## src/rtl/axi_rd_arbiter.sv

```systemverilog
// Arbitrates the single AXI read master between the IFU fetch port and the MMU load port.
// One outstanding single-beat read at a time; responses return as registered 1-cycle pulses.
module axi_rd_arbiter #(
  parameter int unsigned ADDR_W     = 64,
  parameter int unsigned DATA_W     = 64,
  parameter int unsigned MAX_STREAK = 4
) (
  input  logic              clk,
  input  logic              rst,
  input  logic              if_req,
  input  logic [ADDR_W-1:0] if_addr,
  input  logic              if_kill,
  output logic [31:0]       if_rdata,
  output logic              if_rvalid,
  input  logic              ld_req,
  input  logic [ADDR_W-1:0] ld_addr,
  input  logic [2:0]        ld_size,
  output logic [DATA_W-1:0] ld_rdata,
  output logic              ld_rvalid,
  output logic              rd_err,
  output logic              busy,
  output logic [3:0]        ARID,
  output logic [ADDR_W-1:0] ARADDR,
  output logic [7:0]        ARLEN,
  output logic [2:0]        ARSIZE,
  output logic [1:0]        ARBURST,
  output logic [2:0]        ARPORT,
  output logic              ARVALID,
  input  logic              ARREADY,
  input  logic [3:0]        RID,
  input  logic [DATA_W-1:0] RDATA,
  input  logic [1:0]        RRESP,
  input  logic              RLAST,
  input  logic              RVALID,
  output logic              RREADY
);

  localparam int unsigned STREAK_W = $clog2(MAX_STREAK + 1);
  localparam logic [3:0]  ID_IF    = 4'd0;
  localparam logic [3:0]  ID_LD    = 4'd1;
  localparam logic [2:0]  PORT_IF  = 3'b100;
  localparam logic [2:0]  PORT_LD  = 3'b000;
  localparam logic [2:0]  SIZE_IF  = 3'b010;

  typedef enum logic [1:0] {ST_IDLE, ST_AR, ST_R} state_t;

  state_t              state;
  logic [STREAK_W-1:0] streak;
  logic                kill_flag;
  logic                owner_ld;

  logic if_want, streak_full, grant_if, grant_ld, r_done, resp_err, if_drop;

  // Grant decision and response qualifiers; a kill in IDLE masks the fetch request.
  always_comb begin
    if_want     = if_req & ~if_kill;
    streak_full = (streak == STREAK_W'(MAX_STREAK));
    grant_if    = if_want & (~ld_req | streak_full);
    grant_ld    = ld_req & ~grant_if;
    r_done      = RVALID & RLAST;
    resp_err    = (RRESP != 2'b00) | (RID != ARID);
    if_drop     = kill_flag | if_kill;
  end

  assign ARLEN   = 8'd0;
  assign ARBURST = 2'b01;

  always_ff @(posedge clk) begin
    if (rst) begin
      state     <= ST_IDLE;
      busy      <= 1'b0;
      ARVALID   <= 1'b0;
      RREADY    <= 1'b0;
      ARADDR    <= '0;
      ARID      <= '0;
      ARSIZE    <= '0;
      ARPORT    <= '0;
      owner_ld  <= 1'b0;
      streak    <= '0;
      kill_flag <= 1'b0;
      if_rvalid <= 1'b0;
      ld_rvalid <= 1'b0;
      rd_err    <= 1'b0;
      if_rdata  <= '0;
      ld_rdata  <= '0;
    end else begin
      if_rvalid <= 1'b0;
      ld_rvalid <= 1'b0;
      rd_err    <= 1'b0;
      case (state)
        ST_IDLE: begin
          kill_flag <= 1'b0;
          if (grant_if) begin
            owner_ld <= 1'b0;
            ARID     <= ID_IF;
            ARPORT   <= PORT_IF;
            ARSIZE   <= SIZE_IF;
            ARADDR   <= if_addr;
            streak   <= '0;
          end else if (grant_ld) begin
            owner_ld <= 1'b1;
            ARID     <= ID_LD;
            ARPORT   <= PORT_LD;
            ARSIZE   <= ld_size;
            ARADDR   <= ld_addr;
            // Count loads only while a fetch is actually waiting.
            if (!if_want)
              streak <= '0;
            else if (!streak_full)
              streak <= streak + STREAK_W'(1);
          end
          if (grant_if | grant_ld) begin
            ARVALID <= 1'b1;
            busy    <= 1'b1;
            state   <= ST_AR;
          end
        end
        ST_AR: begin
          if (!owner_ld && if_kill) kill_flag <= 1'b1;
          if (ARREADY) begin
            ARVALID <= 1'b0;
            RREADY  <= 1'b1;
            state   <= ST_R;
          end
        end
        ST_R: begin
          if (!owner_ld && if_kill) kill_flag <= 1'b1;
          if (r_done) begin
            RREADY    <= 1'b0;
            busy      <= 1'b0;
            kill_flag <= 1'b0;
            state     <= ST_IDLE;
            if (owner_ld) begin
              ld_rvalid <= 1'b1;
              ld_rdata  <= RDATA;
              rd_err    <= resp_err;
            end else if (!if_drop) begin
              if_rvalid <= 1'b1;
              if_rdata  <= RDATA[31:0];
              rd_err    <= resp_err;
            end
          end
        end
        default: state <= ST_IDLE;
      endcase
    end
  end

endmodule

```

## config.mk

```make
export PLATFORM = sky130hd
export DESIGN_NAME = axi_rd_arbiter
export DESIGN_NICKNAME = d
export VERILOG_FILES = /design/src/rtl/axi_rd_arbiter.sv
export SDC_FILE = /design/constraint.sdc
export NUM_CORES = 1
export LEC_CHECK = 0
export ABC_AREA = 1
export BUFFER_PORTS_ARGS = -buffer_cell sky130_fd_sc_hd__buf_2
export CAP_MARGIN = 20
export CORE_AREA = 3 3 153 155
export CTS_CLUSTER_DIAMETER = 40
export DETAILED_ROUTE_END_ITERATION = 10
export DIE_AREA = 0 0 156 158
export HOLD_SLACK_MARGIN = 0.12
export PLACE_DENSITY_LB_ADDON = 0.08
export SLEW_MARGIN = 20
export SYNTH_ARGS = -nofsm -noshare
export SYNTH_HDL_FRONTEND = slang
export SYNTH_SLANG_ARGS = --single-unit
export TNS_END_PERCENT = 20
```

## constraint.sdc

```tcl
create_clock -name clk -period 4.1 [get_ports clk]
set_input_delay 0.82 -clock clk [delete_from_list [all_inputs] [get_ports clk]]
set_output_delay 0.82 -clock clk [all_outputs]
set_load 0.1 [all_outputs]
```

# Yosys cells after proc, flatten, opt, wreduce, memory -nomap -nowiden
# Cells that the tools add are included.
dict set report totals {
  regBits 183
  input_bits 209
  output_inout_bits 186
}
dict set report classes {
  n_addsub 1
  eq_ne 8
  n_mux 32
  bitwise 15
  reduce_logical 19
}
# op count
set op_table {}
lappend op_table {{64-bit 2-to-1 mux} 2}
lappend op_table {{3-bit 2-to-1 mux} 8}
lappend op_table {{3-bit AND reduction} 6}
lappend op_table {{1-bit 2-to-1 mux} 12}
lappend op_table {{2-bit nonzero test} 5}
lappend op_table {{4-bit 2-to-1 mux} 2}
lappend op_table {{1-bit inverter} 7}
lappend op_table {{2-bit 2-to-1 mux} 3}
lappend op_table {{2-bit != test (second input constant)} 3}
lappend op_table {{1-bit one-hot mux with 2 select lines} 3}
lappend op_table {{2-bit one-hot mux with 3 select lines} 1}
lappend op_table {{1-bit bitwise AND} 4}
lappend op_table {{4-bit != test} 1}
lappend op_table {{1-bit bitwise OR} 4}
lappend op_table {{4-bit AND reduction} 1}
lappend op_table {{4-bit OR reduction} 1}
lappend op_table {{3-bit by 1-bit adder with 3-bit output (second input constant)} 1}
lappend op_table {{3-bit equality test (second input constant)} 1}
lappend op_table {{3-bit by 2-bit != test with 1-bit output (second input constant)} 1}
lappend op_table {{1-bit one-hot mux with 3 select lines} 1}
lappend op_table {{3-bit nonzero test} 1}
lappend op_table {{3-bit OR reduction} 1}
lappend op_table {{2-bit by 1-bit equality test with 1-bit output (second input constant)} 1}
lappend op_table {{2-bit equality test (second input constant)} 1}
lappend op_table {{4 further kinds} 4}

# Depth between registers and ports, before layout
# Gate-level depths: netlist of the first run.
dict set report depth {
  word_depth 8
  mapped_depth 11
}

# Worst setup path after synthesis of the first run
# No wires, ideal clock.
dict set report synth_path {
  path_type {input to register}
  from {input port if_kill}
  to {register if_rdata[10]}
  setup_time_ns 0.132
  arrival_time_ns 1.623
  path_slack_ns 2.345
  cell_stages 6
  path_buffers 1
  cell_sequence {or2_1 nor2_2 nand2_1 buf_2 nand2_1 a21oi_1}
}
dict set report synth_between {
  elab_chain_cells 3
}
# element line
set synth_lines {}
lappend synth_lines {{start, declared} 12} ;# input logic if_kill,
lappend synth_lines {{1-bit bitwise OR} 62} ;# if_drop = kill_flag | if_kill;
lappend synth_lines {{1-bit inverter (no source line)} n/a}
lappend synth_lines {{4-bit AND reduction (no source line)} n/a}
lappend synth_lines {{end signal, assigned} 139} ;# if_rdata <= RDATA[31:0];
lappend synth_lines {{end, declared} 13} ;# output logic [31:0] if_rdata,
# No other way between the ends.
# A chain may end at the register's enable or synchronous reset.

# Final worst setup path of the first run
dict set report layout_path {
  from {register streak[0]}
  to {register ARADDR[8]}
}
dict set report layout_between {
  elab_chain_cells 7
  word_cells_on_any_way 8
}
# element line
set layout_lines {}
lappend layout_lines {{start, declared} 48} ;# logic [STREAK_W-1:0] streak;
lappend layout_lines {{start signal, assigned} 110} ;# streak <= streak + STREAK_W'(1);
lappend layout_lines {{3-bit equality test *} 57} ;# streak_full = (streak == STREAK_W'(MAX_STREAK));
lappend layout_lines {{1-bit bitwise OR *} 58} ;# grant_if = if_want & (~ld_req | streak_full);
lappend layout_lines {{1-bit bitwise AND *} 58}
lappend layout_lines {{1-bit inverter} 59} ;# grant_ld = ld_req & ~grant_if;
lappend layout_lines {{1-bit bitwise AND} 59}
lappend layout_lines {{2-bit nonzero test (no source line)} n/a}
lappend layout_lines {{2-bit AND reduction (no source line)} n/a}
lappend layout_lines {{end signal, assigned} 98} ;# ARADDR <= if_addr;
lappend layout_lines {{end signal, assigned} 105} ;# ARADDR <= ld_addr;
lappend layout_lines {{end, declared} 23} ;# output logic [ADDR_W-1:0] ARADDR,
# Every way passes the cells marked *; elsewhere a longest branch is shown, timed or not.

==> results of run 1 <==
## worst min-delay path by stage
stage              start         to  slack, ns
2_1_floorplan  streak[0]  streak[0]       0.47
3_3_place_gp     ARVALID    ARVALID       0.43
3_5_place_dp     ARVALID    ARVALID       0.44
4_1_cts          ARVALID    ARVALID       0.45
5_1_grt          ARVALID    ARVALID       0.47
6_report         ARVALID    ARVALID       0.45
## cells by family (layout without fill, tap and decap cells)
family	count (synthesis)	count (layout)	share of synthesized area, %
compound gates	179	179	12.28
xor+xnor	1	1	0.1184
fa+ha+maj	6	6	1.015
buf+inv	110	438	7.558
flops	177	177	47.89
other cells	2	15	0.1015
simple gates	571	571	31.05
## sequential cells by signal, indices dropped and copies added (netlist names), 2 cells and up
| name | cells |
|---|---|
| streak | 3 |
| ARADDR | 64 |
| ARSIZE | 3 |
| ld_rdata | 64 |
| if_rdata | 32 |
| state | 2 |
## synthesized netlist by cell type, types with 11 or more instances
cell type	count	area [um2]
a21oi_1	109	545.5
buf_2	42	210.2
buf_4	25	187.7
clkbuf_1	20	75.07
dfxtp_1	177	3543
inv_1	11	41.29
nand2_1	312	1171
nand3_1	107	535.5
nor2_1	143	536.8
o21ai_0	42	210.2
o21ai_1	26	130.1
## layer usage
layer  track usage, %  part of all wire (%)
met5                0                  0.23
met4            5.761                   1.5
met3            6.971                   8.8
met2            35.26                    48
met1            24.50                    42
## cell type report
class | instances | area, um2 | share of cell area (%)
clock buffer | 19 | 442.9 | 4.471
clock inverter | 12 | 146.4 | 1.478
inverter | 17 | 65.06 | 0.6568
multi-input combinational | 772 | 3363 | 33.95
sequential | 177 | 3543 | 35.77
tap | 280 | 350.3 | 3.537
timing repair buffer | 390 | 1994 | 20.13
## stage by stage
| step | area, um2 | hold slack, ns |
|---|---|---|
| 2_1_floorplan | 7448 | 0.4680 |
| 3_3_place_gp | 9315 | 0.4323 |
| 3_5_place_dp | 9315 | 0.4410 |
| 4_1_cts | 9905 | 0.4524 |
| 5_1_grt | 9906 | 0.4695 |
| 6_report | 9906 | 0.4477 |
## critical path, delay by kind of cell, from the launching register on
family | cells | cell delay [ns]
buffers and inverters | 2 | 0.42
AO/OA/AOI/OAI | 1 | 0.14
adder cells (fa/ha/maj) | 1 | 0.19
AND/OR/NAND/NOR | 6 | 1.11
flip-flops | 1 | 0.34
## power by group
group	switching [uW]	leakage [uW]	internal (uW)
clock network	738	0.000279	926
registers	71.4	0.00144	1860
logic	1510	0.00338	328
total	2320	0.00510	3110
==> results.cfg, run 1 <==
[status]
status = complete, no violations

[global_route]
grt_pass1_wl_um = 40120
overflow = 0
grt_max_degree = 70
grt_pass1_vias = 7433
grt_antenna_before_repair = 4
grt.total_usage_pct = 20.52

[timing]
fin_crit_ns = 2.301
finClkSkew_ns = 0.01302
grt_setup_unrepaired = false
tns_ns = 0
min_period_over_period_pct = 56.13
fin_ws_ns = 1.799
finalHoldViolCount = 0
setup_violations = 0
max_freq_mhz = 434.5
drv_slew = 0
worst_slew_pin_slew_ns = 1.045
slew_headroom_pct = 30.07

[die]
dieArea_um2 = 24650
die_h_um = 158
core-area_um2 = 21960
initial_utilization_pct = 33.70
num_io_pins = 395
num_rows = 54
die_x_um = 156

[hold_path]
hold_class = flop to flop
min_path_cells = 2

[clock_tree]
cts_hold_buf = 0
cts.sinks = 177
cts-root-buf = clkbuf_16
cts_setup_buffers = 0
path_clk_slew_ns = 0.07
htreeDepth = 4
cts.repair.resized = 0
cts_buffer_depth = 2
cts_buffers = 17
cts_tree = yes
clk_latency_ns = 0.43

[placed_design]
pre_cts_ws_ns = 1.479
dpl.cell_count = 1636
dp_hpwl_um = 18280
gp_congestion = 0.8078
portBuffers = 379

[yosys]
yosysWarnings = 0
ys_types = 24
syn_avg_cell_area_um2 = 7.074
ys_ff_latch = 177
synth_cells = 1046
synth_edf_count = 0
syn_area_um2 = 7400
synth_flop_cell = dfxtp_1
async_flop_share_pct = 0
ys_seq_area_share_pct = 47.89

[power_and_ir_drop]
p_leak_uw = 0.005102
p_per_area_nw_per_um2 = 548.4
p_total_uw = 5432
peakVddDrop_uv = 311.0

[setup_path]
rrSetupSlack_ns = 1.80
required_ns = 4.45
cp_slowest_cell = nand2_2
start_kind = flop
arrival_ns = 2.65
slowest_delay_ns = 0.76
critPathKind = flop to flop
worstPathCellList = inv_1 > ha_1 > nand2_1 > nand2_2 > nand2_2 > buf_4 > nand2_1 > nand2_1 > nand2_1 > a21oi_1
rr_worst_depth = 10
regToRegStartpoint = streak[0]
crit_start = streak[0]
crit_top_cell = nand2_1
critPathMaxFanout = 54
reg2reg_to = ARADDR[8]
worstSetupEndpointType = flop
critPathCapture = ARADDR[8]

[final_layout]
layout_commonest_cell = buf_2
fillers = 2391
finalNonFillerCells = 1667
layout-drive-gt1-share_pct = 31.36
most-common-layout-cells = buf_2, nand2_1, dfxtp_1
fin_nets = 1590
antenna_cells = 0
areaGrowthSynthToFinish_pct = 33.87
finish.utilization_pct = 45.11

[drt]
wl_per_cell_um = 15.85
vias = 7822
drc = 0
drtIter0Drc = 506
wirelength_um = 26420
ant_nets = 0
drt_pass1_iterations = 4
via_per_inst = 4.692

[run]
drv_cap = 0
Note: power is estimated with default switching activity, not from simulation.
==> run 2: changes to the inputs <==
ABC_AREA = 0   (was 1)
CORE_AREA = 3 3 152 154   (was 3 3 153 155)
DIE_AREA = 0 0 155 157   (was 0 0 156 158)
clock period = 2.1 ns   (was 4.1 ns; I/O delays follow)
==> run 2 against run 1 <==
  * Core utilization is 1.6 points lower
  * Via count is 16% lower
  * Die area is 1.3% lower
  * Routed wire length is 10% lower
  * Sequential power is 90% higher
  * Setup slack worse by 1.6 ns
  * Sequential cell count stayed put
  * Critical endpoint is now ARID[0]
  * Area after synthesis is 9.7% lower
  * Final cell count is 16% lower
  * Clock skew hardly changed
  * Register-to-register slack worse by 1.5 ns
  * Largest power group unchanged
  * Synthesized cell count is 28% lower
==> results.cfg, run 2 <==
[setup_path]
cp.depth = 1
worstSetupEndpointType = primary output
critPathMaxFanout = 7
required_ns = 1.68
cp_slowest_cell = buf_2
reg2reg_to = ARADDR[27]
path_buf_inv = 1
regToRegStartpoint = state[0]
rr_worst_depth = 6
worstPathCellList = buf_2
rrSetupSlack_ns = 0.28
arrival_ns = 1.43
start_kind = flop
slowest_delay_ns = 0.51
critPathKind = flop to primary output
critPathTopFamily = buffers and inverters

[drt]
drc = 0
wirelength_um = 23700
via_per_inst = 4.727
drtIter0Drc = 285
wl_per_cell_um = 16.97
vias = 6599
drt_pass1_iterations = 4
ant_nets = 0

[clock_tree]
path_clk_slew_ns = 0.06
htreeDepth = 4
cts_tree = yes
cts-root-buf = clkbuf_16
cts_buffers = 17
cts.sinks = 177
cts_setup_buffers = 0
clk_latency_ns = 0.43
cts_buffer_depth = 2

[yosys]
synth_top_cell_by_area = dfxtp_1
synthTopCellsByArea = dfxtp_1, nand2_1, o2bb2ai_1
synthTopCellsByCount = nand2_1, dfxtp_1, a21oi_1, a22oi_1, o2bb2ai_1
synth_flop_cell = dfxtp_1
synth_cells = 749
yosysMostFrequentCell = nand2_1
syn_avg_cell_area_um2 = 8.922
syn_area_um2 = 6683
synth_top_area_share_pct = 53.02
synth_edf_count = 0
ys_ff_latch = 177
async_flop_share_pct = 0
ys_seq_area_share_pct = 53.02
ys_types = 40
yosysWarnings = 0

[die]
num_rows = 54
dieArea_um2 = 24340
die_h_um = 157
initial_utilization_pct = 30.62
core-area_um2 = 21820
num_io_pins = 395
die_x_um = 155

[final_layout]
finish.utilization_pct = 43.48
areaGrowthSynthToFinish_pct = 42.00
most-common-layout-cells = buf_2, nand2_1, dfxtp_1
finalNonFillerCells = 1396
layout_commonest_cell = buf_2
layout-drive-gt1-share_pct = 39.03
fin_nets = 1314
reg_top3 = ARADDR x64, ld_rdata x64, if_rdata x32

[power_and_ir_drop]
p_leak_uw = 0.004174
p_total_uw = 9621
peakVddDrop_uv = 422.0
p_per_area_nw_per_um2 = 1014

[run]
drv_cap = 0

[timing]
min_period_over_period_pct = 88.19
finClkSkew_ns = 0.01261
holdWs_ns = 0.2291
tns_ns = 0
worst_slew_pin_slew_ns = 0.7899
slew_headroom_pct = 47.34
fin_crit_ns = 1.852
setup_violations = 0
drv_slew = 0
finalHoldViolCount = 0
max_freq_mhz = 540.0
grt_setup_unrepaired = false

[hold_path]
min_from = ld_size[1]
min_path_cells = 3
holdPathEnd = ARSIZE[1]
hold_class = input port to flop

[placed_design]
dpl.cell_count = 1359
portBuffers = 379
gp_congestion = 0.7755
dp_hpwl_um = 16870

[global_route]
grt.total_usage_pct = 18.48
grt_pass1_wl_um = 35710
grt_max_degree = 108
grt_antenna_before_repair = 7
grt_pass1_vias = 6440
overflow = 0

[status]
status = complete, no violations
-- run 2: cell types whose count changed after synthesis, sizes merged, moves of 30 or more --
cell	delta
o2bb2ai	+64
o21ai	-63
nor2	-137
nand2	-115
buf	-30
nand3	-105
a22oi	+66
-- run 2: cell families (layout without fill, tap and decap cells) --
group	count (synthesis)	count (layout)	synth area share (%)
AOI/OAI and AO/OA	254	254	26.12
and+or+nand+nor	222	223	13.31
DFF	177	177	53.02
buffers and inverters	88	437	6.310
adders and majority gates	6	6	1.123
other	2	19	0.1124
-- run 2: final cells by class --
| class | instances | area [um2] |
|---|---|---|
| inverter | 11 | 41.29 |
| clock buffer | 20 | 466.7 |
| tap | 280 | 350.3 |
| fill | 2274 | 12330 |
| timing repair buffer | 394 | 2116 |
| antenna | 4 | 10.01 |
| multi-input combinational | 498 | 2794 |
| sequential | 177 | 3543 |
| clock inverter | 12 | 167.7 |
-- run 2: power by group --
group / switching (uW) / total (uW) / internal [uW]
Clock: 1400 / 3400 / 2000
Sequential: 107 / 3660 / 3550
Combinational: 2040 / 2560 / 526
Total: 3550 / 9620 / 6070
-- run 2: how the worst max path moves through the flow --
stage,startpoint,end
CTS,state[0],ARADDR[27]
global route,state[0],ARADDR[57]
detailed placement,state[0],ARADDR[37]
floorplan,state[0],if_rdata[10]
finish,ARID[0],ARID[0]
global placement,if_req,ARADDR[43]
-- run 2: stage by stage --
step / setup WS [ns] / cell area (um2)
after floorplan: 0.3930 / 6731
after global placement: 0.1405 / 8838
after detailed placement: 0.1269 / 8838
after CTS: 0.1113 / 9473
after global routing: 0.1423 / 9489
final: 0.2481 / 9489
-- run 2: repair_timing --
item                       CTS  global route
gates resized for setup      0             0
hold buffers                 0             0
setup endpoints to repair    0            27
hold endpoints to repair     0             0
-- run 2: per-layer routing --
metal,part of all wire [%],global-route usage (%),up-vias
met3,8.4,6.709,25
met5,0.20,0,-
met1,41,22.32,3020
li1,-,-,3309
met4,1.5,6.056,6
met2,49,30.73,239
==> run 3: changes to the inputs <==
RECOVER_POWER = 50   (was default)
==> run 3 against run 2 <==
  * Non-clock buffer count is the same
  * Sequential cell count is the same
  * Final cell count is the same
  * Combinational power is essentially flat
  * Via count grew 0.17%
  * Critical path type unchanged
  * Highest routed layer unchanged
==> results.cfg, run 3 (synthesized netlist as in run 2, its figures left out) <==
[global_route]
grt_pass1_wl_um = 35710
grt.total_usage_pct = 18.48
grt_antenna_before_repair = 7
grt_max_degree = 108
grt_pass1_vias = 6440
overflow = 0

[timing]
max_freq_mhz = 539.1
grt_setup_unrepaired = false
worst_slew_pin_slew_ns = 0.7828
slew_headroom_pct = 47.82
fin_crit_ns = 1.855
finClkSkew_ns = 0.01360
min_period_over_period_pct = 88.33
holdWs_ns = 0.2306
tns_ns = 0
finalHoldViolCount = 0
drv_slew = 0
setup_violations = 0

[final_layout]
layout-drive-gt1-share_pct = 38.76
fillers = 2278
finish.utilization_pct = 43.42
fin_nets = 1314
finish.instance_area_um2 = 9477
areaGrowthSynthToFinish_pct = 41.81
reg_top3 = ARADDR x64, ld_rdata x64, if_rdata x32
layout_commonest_cell = buf_2
most-common-layout-cells = buf_2, nand2_1, dfxtp_1
multi_input_area_um2 = 2789
seq_area_um2 = 3543

[placed_design]
placed_area_um2 = 8838
portBuffers = 379
gp_congestion = 0.7755
dp_hpwl_um = 16870

[setup_path]
critPathKind = flop to primary output
worstPathCellList = buf_2
required_ns = 1.68
slowest_delay_ns = 0.51
arrival_ns = 1.43
critPathMaxFanout = 7
critPathTopFamily = buffers and inverters
start_kind = flop
regToRegStartpoint = state[0]
crit_start = ARID[0]
worstSetupEndpointType = primary output
rrSetupSlack_ns = 0.27
path_buf_inv = 1
cp_slowest_cell = buf_2

[power_and_ir_drop]
combPwrFrac_pct = 26.5
clkPwrFrac_pct = 35.4
p_switching_uw = 3560
p_total_uw = 9625
sw_frac_of_total_pct = 36.98
p_leak_uw = 0.004032
internal-power_uw = 6066
p_per_area_nw_per_um2 = 1016
seq_power_share_pct = 38.1
peakVddDrop_uv = 422.3

[clock_tree]
cts.repair.resized = 0
cts.sinks = 177
cts-root-buf = clkbuf_16
cts_buffers = 17
clk_latency_ns = 0.43
cts_hold_buf = 0
cts_setup_buffers = 0
cts_buffer_depth = 2
htreeDepth = 4
cts_tree = yes
path_clk_slew_ns = 0.06

[die]
core-area_um2 = 21820
num_io_pins = 395
dieArea_um2 = 24340
die_h_um = 157
initial_utilization_pct = 30.62
num_rows = 54
die_x_um = 155

[hold_path]
min_from = ld_size[1]
hold_class = input port to flop

[drt]
drt_pass1_iterations = 4
ant_nets = 0
drtIter0Drc = 279
wl_per_cell_um = 16.94
wirelength_um = 23640
vias = 6610
drc = 0
via_per_inst = 4.735

[run]
drv_cap = 0

[status]
status = complete, no violations
[run 3: cell count changes in the layout (fill, tap and decap cells not counted)]
| cell | change |
|---|---|
| buf_2 | -168 |
| buf_4 | -2 |
| clkbuf_1 | +2 |
| clkbuf_2 | +168 |
| nand3_1 | +1 |
| nand3_2 | -1 |
[run 3: stage by stage]
step                instances  setup slack [ns]
floorplan                 762            0.3930
detailed placement       1359            0.1269
global route             1396            0.1303
global placement         1359            0.1405
finish                   1396            0.2451
CTS                      1391            0.1113
[run 3: cell type report]
cell class / count / area share (%)
diodes: 4 / 0.1056
clock buffers: 20 / 4.925
clock inverters: 12 / 1.769
inverters: 11 / 0.4357
multi-input cells: 498 / 29.43
flip-flops and latches: 177 / 37.39
well taps: 280 / 3.697
repair buffers: 394 / 22.25
[run 3: layer usage]
layer | GRT usage, % | wire (um) | vias to the layer above
li1 | - | - | 3314
met1 | 22.32 | 9754 | 3026
met2 | 30.73 | 11520 | 239
met3 | 6.709 | 1971 | 25
met4 | 6.056 | 345 | 6
met5 | 0 | 47 | -
[run 3: final timing paths]
kind                      end  depth (start not counted)
setup reg to reg   ARADDR[27]                          6
hold / removal      ARSIZE[1]                          3
setup / recovery      ARID[0]                          1
hold reg to reg   if_rdata[0]                          2
[run 3: power groups by stage]
stage | Combinational, uW | Sequential [uW] | Clock [uW]
after floorplan | 680 | 5030 | 0
after global placement | 2570 | 3740 | 0
after detailed placement | 2580 | 3730 | 0
after CTS | 2580 | 3660 | 3520
after global routing | 2670 | 3690 | 3640
final | 2550 | 3660 | 3410
